===== src/rtl/adder_pkg.sv =====
// Shared types and constants for the nibble-serial adder and its 4-bit slice.
package adder_pkg;
  localparam int NIBBLE_W = 4;

  typedef enum logic [1:0] {
    IDLE = 2'b00,
    RUN  = 2'b01,
    DONE = 2'b10
  } state_e;
endpackage


===== src/rtl/nibble_adder_cout.sv =====
// 4-bit ripple-carry slice built from one-bit full-adder cells; exposes the carry out of bit 3.
module full_adder (
  input  logic x_i,
  input  logic y_i,
  input  logic c_i,
  output logic s_o,
  output logic c_o
);
  assign s_o = x_i ^ y_i ^ c_i;
  assign c_o = (x_i & y_i) | (c_i & (x_i ^ y_i));
endmodule

module nibble_adder_cout
  import adder_pkg::*;
(
  input  logic [NIBBLE_W-1:0] in1,
  input  logic [NIBBLE_W-1:0] in2,
  input  logic                carry_in,
  output logic [NIBBLE_W-1:0] out,
  output logic                carry_out
);
  logic [NIBBLE_W:0] c;

  assign c[0] = carry_in;

  for (genvar i = 0; i < NIBBLE_W; i++) begin : g_bit
    full_adder u_fa (
      .x_i (in1[i]),
      .y_i (in2[i]),
      .c_i (c[i]),
      .s_o (out[i]),
      .c_o (c[i+1])
    );
  end

  assign carry_out = c[NIBBLE_W];
endmodule


===== src/rtl/nibble_serial_adder.sv =====
// Multi-cycle WIDTH-bit adder: one nibble per clock through a single 4-bit slice, LSB nibble first.
module nibble_serial_adder
  import adder_pkg::*;
#(
  parameter int WIDTH = 16
) (
  input  logic             clk,
  input  logic             rst_n,
  input  logic             start,
  input  logic [WIDTH-1:0] a,
  input  logic [WIDTH-1:0] b,
  input  logic             cin,
  output logic             busy,
  output logic             done,
  output logic [WIDTH-1:0] sum,
  output logic             cout
);
  localparam int NIBBLES = WIDTH / NIBBLE_W;
  localparam int IDX_W   = $clog2(NIBBLES);

  state_e                state_q;
  logic [WIDTH-1:0]      a_q, b_q, sum_q, sum_d;
  logic                  carry_q, cout_q;
  logic [IDX_W-1:0]      idx_q;
  logic [NIBBLE_W-1:0]   slice_sum;
  logic                  slice_co;

  nibble_adder_cout u_slice (
    .in1       (a_q[idx_q*NIBBLE_W +: NIBBLE_W]),
    .in2       (b_q[idx_q*NIBBLE_W +: NIBBLE_W]),
    .carry_in  (carry_q),
    .out       (slice_sum),
    .carry_out (slice_co)
  );

  // Merge the current slice result into its nibble lane; other lanes keep their value.
  always_comb begin
    sum_d = sum_q;
    sum_d[idx_q*NIBBLE_W +: NIBBLE_W] = slice_sum;
  end

  always_ff @(posedge clk) begin
    if (!rst_n) begin
      state_q <= IDLE;
      a_q     <= '0;
      b_q     <= '0;
      carry_q <= 1'b0;
      idx_q   <= '0;
      sum_q   <= '0;
      cout_q  <= 1'b0;
    end else begin
      case (state_q)
        IDLE: begin
          if (start) begin
            a_q     <= a;
            b_q     <= b;
            carry_q <= cin;
            sum_q   <= '0;
            cout_q  <= 1'b0;
            idx_q   <= '0;
            state_q <= RUN;
          end
        end
        RUN: begin
          sum_q   <= sum_d;
          carry_q <= slice_co;
          // Top nibble: exit before idx could run past the last lane.
          if (idx_q == IDX_W'(NIBBLES - 1)) begin
            cout_q  <= slice_co;
            idx_q   <= '0;
            state_q <= DONE;
          end else begin
            idx_q <= idx_q + IDX_W'(1);
          end
        end
        DONE:    state_q <= IDLE;
        default: state_q <= IDLE;
      endcase
    end
  end

  assign busy = (state_q != IDLE);
  assign done = (state_q == DONE);
  assign sum  = sum_q;
  assign cout = cout_q;
endmodule

===== config.mk =====
export PLATFORM = sky130hd
export DESIGN_NAME = nibble_serial_adder
export DESIGN_NICKNAME = d
export VERILOG_FILES = /design/src/rtl/adder_pkg.sv /design/src/rtl/nibble_adder_cout.sv /design/src/rtl/nibble_serial_adder.sv
export SDC_FILE = /design/constraint.sdc
export NUM_CORES = 1
export LEC_CHECK = 0
export CAP_MARGIN = 10
export CORE_MARGIN = 3
export CORE_UTILIZATION = 50
export DETAILED_ROUTE_END_ITERATION = 6
export PLACE_DENSITY = 0.85
export SYNTH_ARGS = -nofsm -noshare
export SYNTH_HDL_FRONTEND = slang
export SYNTH_SLANG_ARGS = --single-unit

===== constraint.sdc =====
create_clock -name clk -period 3.8 [get_ports clk]
set_input_delay 0.57 -clock clk [delete_from_list [all_inputs] [get_ports clk]]
set_output_delay 0.57 -clock clk [all_outputs]
set_load 0.005 [all_outputs]

* Word-level counts from Yosys, hierarchy flattened
Index checks and enable logic that the tools add are counted.
** Word-level totals
- Register bits after elaboration :: 54
- Latch bits :: 0
- RAM bits :: 0
- Memory bits (read-only) :: 0
- Bits of input ports :: 36
- Output and inout port bits :: 19
- Logic and storage cells :: 59
- Memories kept :: 0
** Cells by class
- Add/sub/neg operators :: 2
- Multiply operators :: 0
- Divide/modulo/power cells :: 0
- Magnitude comparators :: 0
- Equal/unequal tests :: 5
- Shift-type cells :: 4
- Muxes and demuxes :: 14
- Bitwise operators :: 20
- Reductions and logical operators :: 7
** Operator list (number)
- negation 4 -> 34 bit :: 1
- variable shift 4 x 34 -> 16 bit (first input constant) :: 1
- indexed part select 4 x 34 -> 16 bit :: 1
- one-hot mux 16 bit (2 select lines) :: 1
- indexed part select 16 x 5 -> 4 bit :: 2
- bitwise mux 16 bit :: 1
- 2-to-1 mux 16 bit :: 1
- AND 1 bit :: 8
- 2-to-1 mux 2 bit :: 4
- one-hot mux 2 bit (2 select lines) :: 2
- XOR 1 bit :: 8
- AND reduction 2 bit :: 3
- equality test 2 bit (second input constant) :: 2
- != test 2 bit (second input constant) :: 2
- OR 1 bit :: 4
- one-hot mux 1 bit (2 select lines) :: 2
- nonzero test 2 bit :: 2
- 2-to-1 mux 1 bit :: 3
- AND reduction 3 bit :: 1
- adder 2 x 1 -> 2 bit (second input constant) :: 1
- equality test 2 x 1 -> 1 bit (second input constant) :: 1
- zero test 2 bit :: 1

* Longest topological paths before layout
Gate-level depths: netlist of the first run.
- Depth in word-level cells :: 12
- Gate-level depth with buffers :: 12
- Gate-level depth less buffers :: 11

* Cells and area by module
From an unflattened synthesis of the first run, not the netlist that was laid out.
** Second synthesis, totals
- Cell total of the unflattened synthesis :: 259
- Area, all modules :: 2306.0 µm²
** By module, submodules not included
- nibble_serial_adder :: times used 1, cells each 255, area each 2225.9 µm², sequential area each 1081.0 µm²
- full_adder :: times used 4, cells each 1, area each 20.0 µm², sequential area each 0.0 µm²

* Worst setup path after synthesis of the first run
OpenSTA, ideal clock, no wires.
- Kind :: register to register
- Start point :: register idx_q[1]
- End point :: register carry_q
- Setup time :: 0.118 ns
- Arrival time :: 2.553 ns
- Data required time :: 3.682 ns
- Setup slack :: 1.130 ns
- Cell stages (with the launch flop) :: 13
- Path buffers :: 1
- Clock period less this slack :: 2.670 ns
- Cell sequence :: dfxtp_1 buf_2 mux4_2 inv_1 fa_1 inv_1 fa_1 inv_1 fa_1 inv_1 fa_1 nand2b_1 o2111a_1
** Between the ends
- Cells in the longest elaborated chain, start to end :: 11
- Elaborated cells on any way between the ends :: 19
- Those cells by class :: shift: 2; mux: 1; bitwise: 16
** Ends and longest elaborated chain
- start: declaration :: RTL line nibble_serial_adder.sv:24 : logic [IDX_W-1:0] idx_q;
- start signal: assignment :: RTL line nibble_serial_adder.sv:73 : idx_q <= idx_q + IDX_W'(1);
- indexed part select 16 x 5 -> 4 bit, on equally long branches :: RTL line nibble_serial_adder.sv:29, nibble_serial_adder.sv:30
- XOR 1 bit :: RTL line nibble_adder_cout.sv:10 : assign c_o = (x_i & y_i) | (c_i & (x_i ^ y_i));
- AND 1 bit :: RTL line nibble_adder_cout.sv:10
- OR 1 bit :: RTL line nibble_adder_cout.sv:10
- AND 1 bit :: RTL line nibble_adder_cout.sv:10
- OR 1 bit :: RTL line nibble_adder_cout.sv:10
- AND 1 bit :: RTL line nibble_adder_cout.sv:10
- OR 1 bit :: RTL line nibble_adder_cout.sv:10
- AND 1 bit :: RTL line nibble_adder_cout.sv:10
- OR 1 bit (*) :: RTL line nibble_adder_cout.sv:10
- one-hot mux 1 bit (2 select lines) (*) :: RTL line nibble_serial_adder.sv:52 : case (state_q)
- end signal: assignment :: RTL line nibble_serial_adder.sv:57 : carry_q <= cin;
- end signal: assignment :: RTL line nibble_serial_adder.sv:66 : carry_q <= slice_co;
- end: declaration :: RTL line nibble_serial_adder.sv:23 : logic carry_q, cout_q;
Mark *: on every way between the ends. The rest lies on a longest branch, timed or not.
A chain may end at the register's enable or synchronous reset.

* Worst setup path after layout of the first run
- Start point :: register idx_q[0]
- End point :: register sum_q[15] (netlist: sum[15])
** Between the ends
- Cells in the longest elaborated chain, start to end :: 12
- Elaborated cells on any way between the ends :: 24
- Those cells by class :: add/sub: 1; shift: 4; mux: 2; bitwise: 17
** Ends and longest elaborated chain
- indexed part select 16 x 5 -> 4 bit, on equally long branches :: RTL line nibble_serial_adder.sv:29, nibble_serial_adder.sv:30
- XOR 1 bit :: RTL line nibble_adder_cout.sv:9, nibble_adder_cout.sv:10
- AND 1 bit :: RTL line nibble_adder_cout.sv:10
- OR 1 bit :: RTL line nibble_adder_cout.sv:10
- AND 1 bit :: RTL line nibble_adder_cout.sv:10
- OR 1 bit :: RTL line nibble_adder_cout.sv:10
- AND 1 bit :: RTL line nibble_adder_cout.sv:10
- OR 1 bit :: RTL line nibble_adder_cout.sv:10
- XOR 1 bit :: RTL line nibble_adder_cout.sv:9 : assign s_o = x_i ^ y_i ^ c_i;
- indexed part select 4 x 34 -> 16 bit :: RTL line nibble_serial_adder.sv:39 : sum_d[idx_q*NIBBLE_W +: NIBBLE_W] = slice_sum;
- bitwise mux 16 bit (*) :: RTL line nibble_serial_adder.sv:39
- one-hot mux 16 bit (2 select lines) (*) :: RTL line nibble_serial_adder.sv:52
- end signal: assignment :: RTL line nibble_serial_adder.sv:65 : sum_q <= sum_d;
- end: declaration :: RTL line nibble_serial_adder.sv:22 : logic [WIDTH-1:0] a_q, b_q, sum_q, sum_d;
Marks and branches as above.

==> results.sh, run 1 <==
export IMPL_status="complete, no violations"
export IMPL_cp_arrival_ns=2.96
export IMPL_synth_top_area_share_pct=44.38
export IMPL_async_reset_ff_share_pct=0
export IMPL_fp_dieH_um=75.80
export IMPL_antenna_left=0
export IMPL_design_area_um2=3068
export IMPL_grt_max_degree=34
export IMPL_start_util_pct=53.73
export IMPL_synth_cells=273
export IMPL_htreeDepth=2
export IMPL_placed_cell_area_um2=2984
export IMPL_drt_iter0_markers=130
export IMPL_critical_path_class="register to register"
export IMPL_synth_main_ff_cell="dfxtp_1"
export IMPL_worstSetupEndpointType="register"
export IMPL_std_cell_rows=24
export IMPL_cp_start_kind="register"
export IMPL_fmax_mhz=359.9
export IMPL_tns_ns=0
export IMPL_cp_slowest_stage_delay_ns=0.41
export IMPL_postCtsSetupRepairBufs=0
export IMPL_port_buffers=54
export IMPL_wl_per_cell_um=13.56
export IMPL_cts_tree="yes"
export IMPL_max_vdd_ir_drop_mv=0.2360
export IMPL_synth_enable_flop_cells=0
export IMPL_drive_gt1_share_pct=6.542
export IMPL_globalplace_congestion=0.8675
export IMPL_vias=2009
export IMPL_timing_max_transition_violations_final=0
export IMPL_cts_resized=0
export IMPL_path_cells="buf_4, mux4_2, inv_1, fa_1, inv_1, fa_1, inv_1, fa_1, inv_1, fa_1, nand2_1, o22ai_1"
export IMPL_final_cell_mix="89 x nand2_1, 54 x dfxtp_1, 54 x clkdlybuf4s50_1"
export IMPL_numCtsBuffers=5
export IMPL_hold_path_class="register to register"
export IMPL_worstSkewPairLatency_ns=0.30
export IMPL_setup_ws_ns=1.022
export IMPL_syn_to_final_growth_pct=25.94
export IMPL_ios=55
export IMPL_syn_num_nets=317
export IMPL_power_frac_seq_pct=56.3
export IMPL_synth_top_area_cell="dfxtp_1"
export IMPL_leakagePower_nw=1.116
export IMPL_syn_area_per_cell_um2=8.923
export IMPL_die_x_um=75.80
export IMPL_drt_vias_per_instance=5.205
export IMPL_clock_sinks=54
export IMPL_critPathSlowestCell="fa_1"
export IMPL_drcViolationCount=0
export IMPL_cts_root_buf="clkbuf_8"
export IMPL_final_hold_violation_count=0
export IMPL_internal_power_mw=0.8050
export IMPL_cap_violations=0
export IMPL_powerDensity_nw_per_um2=353.1
export IMPL_drt_pass1_iter_count=4
export IMPL_cts_hold_buf=0
export IMPL_antenna_found_initial=0
export IMPL_setup_viol=0
export IMPL_yosysSeqAreaShare_pct=44.38
export IMPL_period_share_pct=73.11
export IMPL_synth_cell_type_count=28
export IMPL_crit_fanout=15
export IMPL_rsz0062_at_grt="false"
export IMPL_p_clk_share_pct=28.0
export IMPL_crit_required_ns=3.98
export IMPL_p_sw_share_pct=25.70
export IMPL_clk_pin_slew_ns=0.09
export IMPL_ys_top_cells_by_area="dfxtp_1 44%, nand2_1 14%, mux4_2 7.4%"
export IMPL_synth_cell_area_um2=2436
export IMPL_grt_pass1_vias=1895
export IMPL_routed_wl_um=5234
export IMPL_pre_cts_ws_ns=1.066
export IMPL_dp_hpwl_um=3874
export IMPL_n_antenna_cell=0
export IMPL_synth_seq_cells=54
export IMPL_period_minus_slack_ns=2.778
export IMPL_core_area_um2=4534
export IMPL_clk_path_buf_depth=2
export IMPL_final_common_cell="nand2_1"
export IMPL_tightest_slew_ns=1.026
export IMPL_grt_pass1_wl_um=8445
export IMPL_die_area_um2=5746
export IMPL_switching_power_mw=0.2784
export IMPL_finClkSkew_ns=0.004510
export IMPL_relSlewSlack_pct=31.61
export IMPL_layout_nets=365
export IMPL_grtUsageTotal_pct=19.46
export IMPL_p_comb_share_pct=15.7
export IMPL_grt_remaining_overflow=0
export IMPL_yosysWarnings=0
worst max-delay path: cells and delay by family, from the launching register on:
kind                       cells  cell delay (ns)
AOI/OAI and AO/OA              1             0.12
and+or+nand+nor                1             0.14
buffers and inverters          5             0.51
muxes                          1             0.22
adders and majority gates      4             1.31
DFF                            1             0.36
Yosys cell counts (2+ instances only):
library cell	number
nand2_1	89
dfxtp_1	54
a21boi_1	23
o22ai_1	16
a21oi_1	13
inv_1	12
mux4_2	8
buf_2	7
nor2b_1	6
buf_6	5
clkbuf_1	5
nand2b_1	5
fa_1	4
ha_1	4
nand3_1	3
nor2_1	3
a21boi_0	2
a22oi_1	2
and3_1	2
nand4_1	2
worst paths after layout:
path / cells past startpoint / slack, ns / startpoint / end
setup / recovery: 12 / 1.02 / idx_q[0]$_SDFFE_PN0P_ / sum[15]$_SDFFE_PN0P_
hold / removal: 2 / 0.46 / b_q[3]$_SDFFE_PN0P_ / b_q[3]$_SDFFE_PN0P_
setup reg to reg: 12 / 1.02 / idx_q[0]$_SDFFE_PN0P_ / sum[15]$_SDFFE_PN0P_
hold reg to reg: 2 / 0.46 / b_q[3]$_SDFFE_PN0P_ / b_q[3]$_SDFFE_PN0P_
registers in the layout, summed over array words and instances, names as in the netlist:
name     count
cout         1
sum         16
idx_q        2
a_q         16
b_q         16
state_q      2
carry_q      1
cell type report:
cell class / count / area (um2)
clock buffers: 5 / 68.82
clock inverters: 2 / 15.01
fillers: 381 / 1466
inverters: 12 / 45.04
multi-input cells: 190 / 1206
flip-flops and latches: 54 / 1081
well taps: 65 / 81.33
repair buffers: 58 / 570.5
power by group through the flow:
stage,Clock (mW),Sequential (mW),Combinational (mW)
5_1_grt,0.330,0.613,0.189
4_1_cts,0.311,0.610,0.171
3_3_place_gp,0,0.621,0.166
3_5_place_dp,0,0.623,0.170
2_1_floorplan,0,0.615,0.113
6_report,0.303,0.610,0.170
stage by stage:
step | power, mW | hold WS, ns | std cells | utilization [%]
6_report | 1.083 | 0.4572 | 386 | 67.66
5_1_grt | 1.133 | 0.4843 | 386 | 67.66
4_1_cts | 1.092 | 0.4599 | 386 | 67.66
3_5_place_dp | 0.7935 | 0.4467 | 379 | 65.81
3_3_place_gp | 0.7874 | 0.4437 | 379 | 65.81
2_1_floorplan | 0.7280 | 0.4319 | 273 | -
logic make-up after synthesis:
kind of cell             Yosys count  synth area share [%]
multiplexers                       8                 7.396
buffers and inverters             29                 6.368
adder cells (fa/ha/maj)            8                 5.342
AND/OR/NAND/NOR                  115                 20.39
AO/OA/AOI/OAI                     59                 16.13
flip-flops                        54                 44.38
per-layer routing:
layer / up-vias / track usage (%) / wire length, um
li1: 1011 / - / -
met4: 0 / 8.932 / 168
met5: - / 0 / 0
met1: 919 / 22.90 / 2247
met2: 63 / 33.94 / 2596
met3: 16 / 3.826 / 221
Power figures use the tool's default switching activity.
==> run 2, diff against run 1 <==
clock period = 2.8 ns   (was 3.8 ns; I/O delays follow)
==> run 2 against run 1 <==
  * Maximum frequency is 5.2% higher
  * Sequential cell count unchanged
  * Design area increased by 0.69%
  * Final cell count grew 0.78%
  * Wire length down 1.6%
  * Worst hold slack worse by 0.0062 ns
  * Die area unchanged
  * Core utilization rose by 0.47 points
  * Global-route usage hardly changed
  * First-iteration DRC count shrank 8.5%
  * Combinational power rose by 36%
  * Register-to-register slack lost 0.86 ns
  * Largest cell class unchanged
==> results.sh, run 2 (synthesis results as in run 1) <==
export IMPL_grtUsageTotal_pct=19.49
export IMPL_port_buffers=54
export IMPL_cts_root_buf="clkbuf_8"
export IMPL_drcViolationCount=0
export IMPL_clk_path_buf_depth=2
export IMPL_multi_input_comb_area_um2=1206
export IMPL_cap_violations=0
export IMPL_dp_hpwl_um=3876
export IMPL_timing_max_transition_violations_final=0
export IMPL_drt_pass1_iter_count=4
export IMPL_tightest_slew_ns=1.012
export IMPL_syn_to_final_growth_pct=26.81
export IMPL_fp_dieH_um=75.80
export IMPL_clk_pin_slew_ns=0.09
export IMPL_fin_cells=389
export IMPL_vias=2041
export IMPL_leakagePower_nw=1.134
export IMPL_n_antenna_cell=0
export IMPL_crit_fanout=4
export IMPL_start_util_pct=53.73
export IMPL_routed_wl_um=5149
export IMPL_htreeDepth=2
export IMPL_cts_tree="yes"
export IMPL_std_cell_rows=24
export IMPL_powerDensity_nw_per_um2=476.9
export IMPL_tns_ns=0
export IMPL_crit_required_ns=3.03
export IMPL_max_vdd_ir_drop_mv=0.2709
export IMPL_period_minus_slack_ns=2.640
export IMPL_rsz0062_at_grt="false"
export IMPL_final_core_util_pct=68.13
export IMPL_drt_vias_per_instance=5.247
export IMPL_globalplace_congestion=0.8717
export IMPL_antenna_found_initial=0
export IMPL_clock_sinks=54
export IMPL_place_inst=382
export IMPL_hold_slack_ns=0.4511
export IMPL_final_hold_violation_count=0
export IMPL_grt_remaining_overflow=0
export IMPL_seqCellArea_um2=1084
export IMPL_final_cell_mix="89 x nand2_1, 54 x clkdlybuf4s50_1, 52 x dfxtp_1"
export IMPL_numCtsBuffers=5
export IMPL_grt_pass1_vias=1928
export IMPL_relSlewSlack_pct=32.51
export IMPL_ios=55
export IMPL_fmax_mhz=378.7
export IMPL_setup_viol=0
export IMPL_postCtsSetupRepairBufs=0
export IMPL_antenna_left=0
export IMPL_die_x_um=75.80
export IMPL_status="complete, no violations"
export IMPL_die_area_um2=5746
export IMPL_drt_iter0_markers=119
export IMPL_cts_hold_buf=0
export IMPL_hold_path_class="register to register"
export IMPL_worstSetupEndpointType="register"
export IMPL_cp_start_kind="register"
export IMPL_cts_resized=0
export IMPL_cp_arrival_ns=2.87
export IMPL_finClkSkew_ns=0.004021
export IMPL_grt_pass1_wl_um=8535
export IMPL_drive_gt1_share_pct=7.716
export IMPL_worstSkewPairLatency_ns=0.31
export IMPL_final_common_cell="nand2_1"
export IMPL_critical_path_class="register to register"
export IMPL_layout_nets=368
export IMPL_fill_cells=380
export IMPL_p_total_mw=1.473
export IMPL_core_area_um2=4534
export IMPL_wl_per_cell_um=13.24
export IMPL_grt_max_degree=33
export IMPL_period_share_pct=94.30
run 2: cell count changes in the layout (fill, tap and decap cells not counted), sizes merged:
cell      delta
buf          +3
clkbuf       +1
clkinvlp     -1
run 2: power by group:
group | internal (mW) | total (mW) | switching [mW]
Clock | 0.172 | 0.414 | 0.242
Combinational | 0.121 | 0.232 | 0.111
Sequential | 0.803 | 0.827 | 0.0247
Total | 1.10 | 1.47 | 0.378
run 2: final timing paths:
| path | start | endpoint | slack [ns] | cells after the start |
|---|---|---|---|---|
| max reg2reg | idx_q[1]$_SDFFE_PN0P_ | sum[15]$_SDFFE_PN0P_ | 0.16 | 11 |
| min | b_q[11]$_SDFFE_PN0P_ | b_q[11]$_SDFFE_PN0P_ | 0.45 | 2 |
| max | idx_q[1]$_SDFFE_PN0P_ | sum[15]$_SDFFE_PN0P_ | 0.16 | 11 |
| min reg2reg | b_q[11]$_SDFFE_PN0P_ | b_q[11]$_SDFFE_PN0P_ | 0.45 | 2 |
run 2: critical path, cell delays in order (launching register included):
cell	delay [ns]
dfxtp_2	0.38
mux4_2	0.51
inv_1	0.09
fa_1	0.16
inv_1	0.04
fa_1	0.37
inv_1	0.08
fa_1	0.16
inv_1	0.05
fa_1	0.47
nand2_1	0.10
o22ai_1	0.16
run 2: per-stage QoR:
| step | setup WS [ns] | cell area [um2] |
|---|---|---|
| floorplan | 0.1299 | 2436 |
| global placement | 0.2289 | 3007 |
| detailed placement | 0.1136 | 3007 |
| CTS | 0.08893 | 3087 |
| global route | 0.03740 | 3089 |
| finish | 0.1596 | 3089 |
run 2: area by class of cell:
| class | count | area share [%] |
|---|---|---|
| multi-input cells | 190 | 39.04 |
| flip-flops and latches | 54 | 35.07 |
| repair buffers | 61 | 19.20 |
| well taps | 65 | 2.633 |
| clock buffers | 6 | 2.349 |
| inverters | 12 | 1.458 |
| clock inverters | 1 | 0.2430 |
run 2: routing by layer:
| layer | part of all wire [%] | wire [um] | global-route usage (%) | vias up |
|---|---|---|---|---|
| met5 | 0 | 0 | 0 | - |
| met4 | 1.1 | 57 | 6.990 | 0 |
| met3 | 7.4 | 382 | 4.617 | 6 |
| met2 | 49 | 2539 | 33.08 | 80 |
| met1 | 42 | 2169 | 24.07 | 937 |
| li1 | - | - | - | 1018 |
==> run 3, diff against run 2 <==
CORE_MARGIN = not set   (was 3)
==> run 3 against run 2 <==
  * Non-clock buffer count unchanged
  * Setup slack worse by 0.011 ns
  * Critical path type unchanged
  * Register-to-register slack about the same
  * Count of clock-buffer cells in the layout rose by 1
  * Power up 3.0%
  * Sequential power about the same
  * Wire length decreased by 0.76%
  * Critical endpoint unchanged
  * First-iteration DRC count up 22%
  * Largest power group unchanged
  * Die area fell by 10%
==> results.sh, run 3 (synthesis results as in run 1) <==
export IMPL_drt_iter0_markers=145
export IMPL_max_vdd_ir_drop_mv=0.3751
export IMPL_drcViolationCount=0
export IMPL_relSlewSlack_pct=30.94
export IMPL_final_common_cell="nand2_1"
export IMPL_grt_pass1_wl_um=8776
export IMPL_die_x_um=71.80
export IMPL_antenna_left=0
export IMPL_worstSkewPairLatency_ns=0.31
export IMPL_wl_per_cell_um=13.48
export IMPL_layout_nets=368
export IMPL_clk_path_buf_depth=2
export IMPL_postCtsSetupRepairBufs=0
export IMPL_hold_path_class="register to register"
export IMPL_period_minus_slack_ns=2.652
export IMPL_start_util_pct=51.92
export IMPL_antenna_found_initial=0
export IMPL_core_area_um2=4692
export IMPL_std_cell_rows=25
export IMPL_cts_tree="yes"
export IMPL_design_area_um2=3088
export IMPL_critical_path_class="register to register"
export IMPL_drt_pass1_iter_count=5
export IMPL_final_cell_mix="89 x nand2_1, 54 x dfxtp_1, 54 x clkdlybuf4s50_1"
export IMPL_port_buffers=54
export IMPL_dp_hpwl_um=3709
export IMPL_regToRegEndpoint="sum[15]$_SDFFE_PN0P_"
export IMPL_cts_resized=0
export IMPL_status="complete, no violations"
export IMPL_vias=2089
export IMPL_routed_wl_um=5110
export IMPL_timing_max_transition_violations_final=0
export IMPL_setup_viol=0
export IMPL_rr_startpoint="idx_q[0]$_SDFFE_PN0P_"
export IMPL_crit_fanout=4
export IMPL_r2r_cells=11
export IMPL_finClkSkew_ns=0.009975
export IMPL_cp_arrival_ns=2.89
export IMPL_final_hold_violation_count=0
export IMPL_htreeDepth=2
export IMPL_tns_ns=0
export IMPL_die_area_um2=5155
export IMPL_fp_dieH_um=71.80
export IMPL_leakagePower_nw=1.145
export IMPL_n_antenna_cell=0
export IMPL_powerDensity_nw_per_um2=491.4
export IMPL_clock_sinks=54
export IMPL_grt_remaining_overflow=0
export IMPL_clk_pin_slew_ns=0.09
export IMPL_drt_vias_per_instance=5.512
export IMPL_numCtsBuffers=5
export IMPL_cp_startpoint="idx_q[0]$_SDFFE_PN0P_"
export IMPL_cts_root_buf="clkbuf_8"
export IMPL_syn_to_final_growth_pct=26.76
export IMPL_crit_required_ns=3.04
export IMPL_placed_cell_area_um2=2993
export IMPL_drive_gt1_share_pct=7.385
export IMPL_grt_max_degree=33
export IMPL_rsz0062_at_grt="false"
export IMPL_hp_start="b_q[15]$_SDFFE_PN0P_"
export IMPL_cap_violations=0
export IMPL_tightest_slew_ns=1.036
export IMPL_period_share_pct=94.71
export IMPL_worstSetupEndpointType="register"
export IMPL_ios=55
export IMPL_globalplace_congestion=0.8438
export IMPL_crit_path_end="sum[15]$_SDFFE_PN0P_"
export IMPL_grtUsageTotal_pct=22.07
export IMPL_cts_hold_buf=0
export IMPL_rrSetupSlack_ns=0.15
export IMPL_cp_start_kind="register"
export IMPL_fmax_mhz=377.1
export IMPL_grt_pass1_vias=1875
[run 3: changes by cell type in the layout (fill, tap and decap cells not counted), sizes merged]
cell      delta
clkbuf       +1
clkinvlp     -1
inv          +1
[run 3: area by class of cell]
cell class | instances | area [um2]
clock buffers | 7 | 86.33
fillers | 396 | 1604
well taps | 54 | 67.56
inverters | 12 | 45.04
flip-flops and latches | 54 | 1081
clock inverters | 1 | 8.758
multi-input cells | 190 | 1206
repair buffers | 61 | 593.1
[run 3: critical path, cell delays in order, from the launching register on]
cell,delay (ns)
dfxtp_1,0.41
mux4_2,0.52
inv_1,0.09
fa_1,0.16
inv_1,0.05
fa_1,0.35
inv_1,0.08
fa_1,0.16
inv_1,0.05
fa_1,0.47
nand2_1,0.09
o22ai_1,0.15
[run 3: worst min path at each step]
stage	to	slack (ns)	cells past startpoint
floorplan	a_q[11]$_SDFFE_PN0P_	0.43	2
global placement	a_q[10]$_SDFFE_PN0P_	0.44	2
detailed placement	a_q[10]$_SDFFE_PN0P_	0.45	2
CTS	b_q[15]$_SDFFE_PN0P_	0.46	2
global route	b_q[5]$_SDFFE_PN0P_	0.48	2
finish	b_q[15]$_SDFFE_PN0P_	0.46	2
[run 3: stage by stage]
step           cells  setup slack, ns  utilization, %  total power, mW  hold WS, ns
2_1_floorplan    273           0.1299               -           0.9881       0.4319
6_report         379           0.1481           65.81            1.517       0.4603
4_1_cts          379           0.1393           65.81            1.534       0.4602
3_5_place_dp     371           0.1583           63.79            1.079       0.4472
3_3_place_gp     371           0.2464           63.79            1.071       0.4446
5_1_grt          379          0.04313           65.81            1.595       0.4813
[run 3: report_power, final]
part           switching [mW]  total (mW)  internal (mW)
registers              0.0249       0.827          0.802
logic                   0.113       0.234          0.121
clock network           0.251       0.456          0.205
total                   0.389        1.52           1.13
[run 3: layer usage]
metal,vias to the layer above,GRT usage [%],part of all wire (%)
li1,1021,-,-
met1,983,28.33,43
met2,71,34.17,48
met3,14,6.188,5.1
met4,0,11.11,3.3
met5,-,0,0
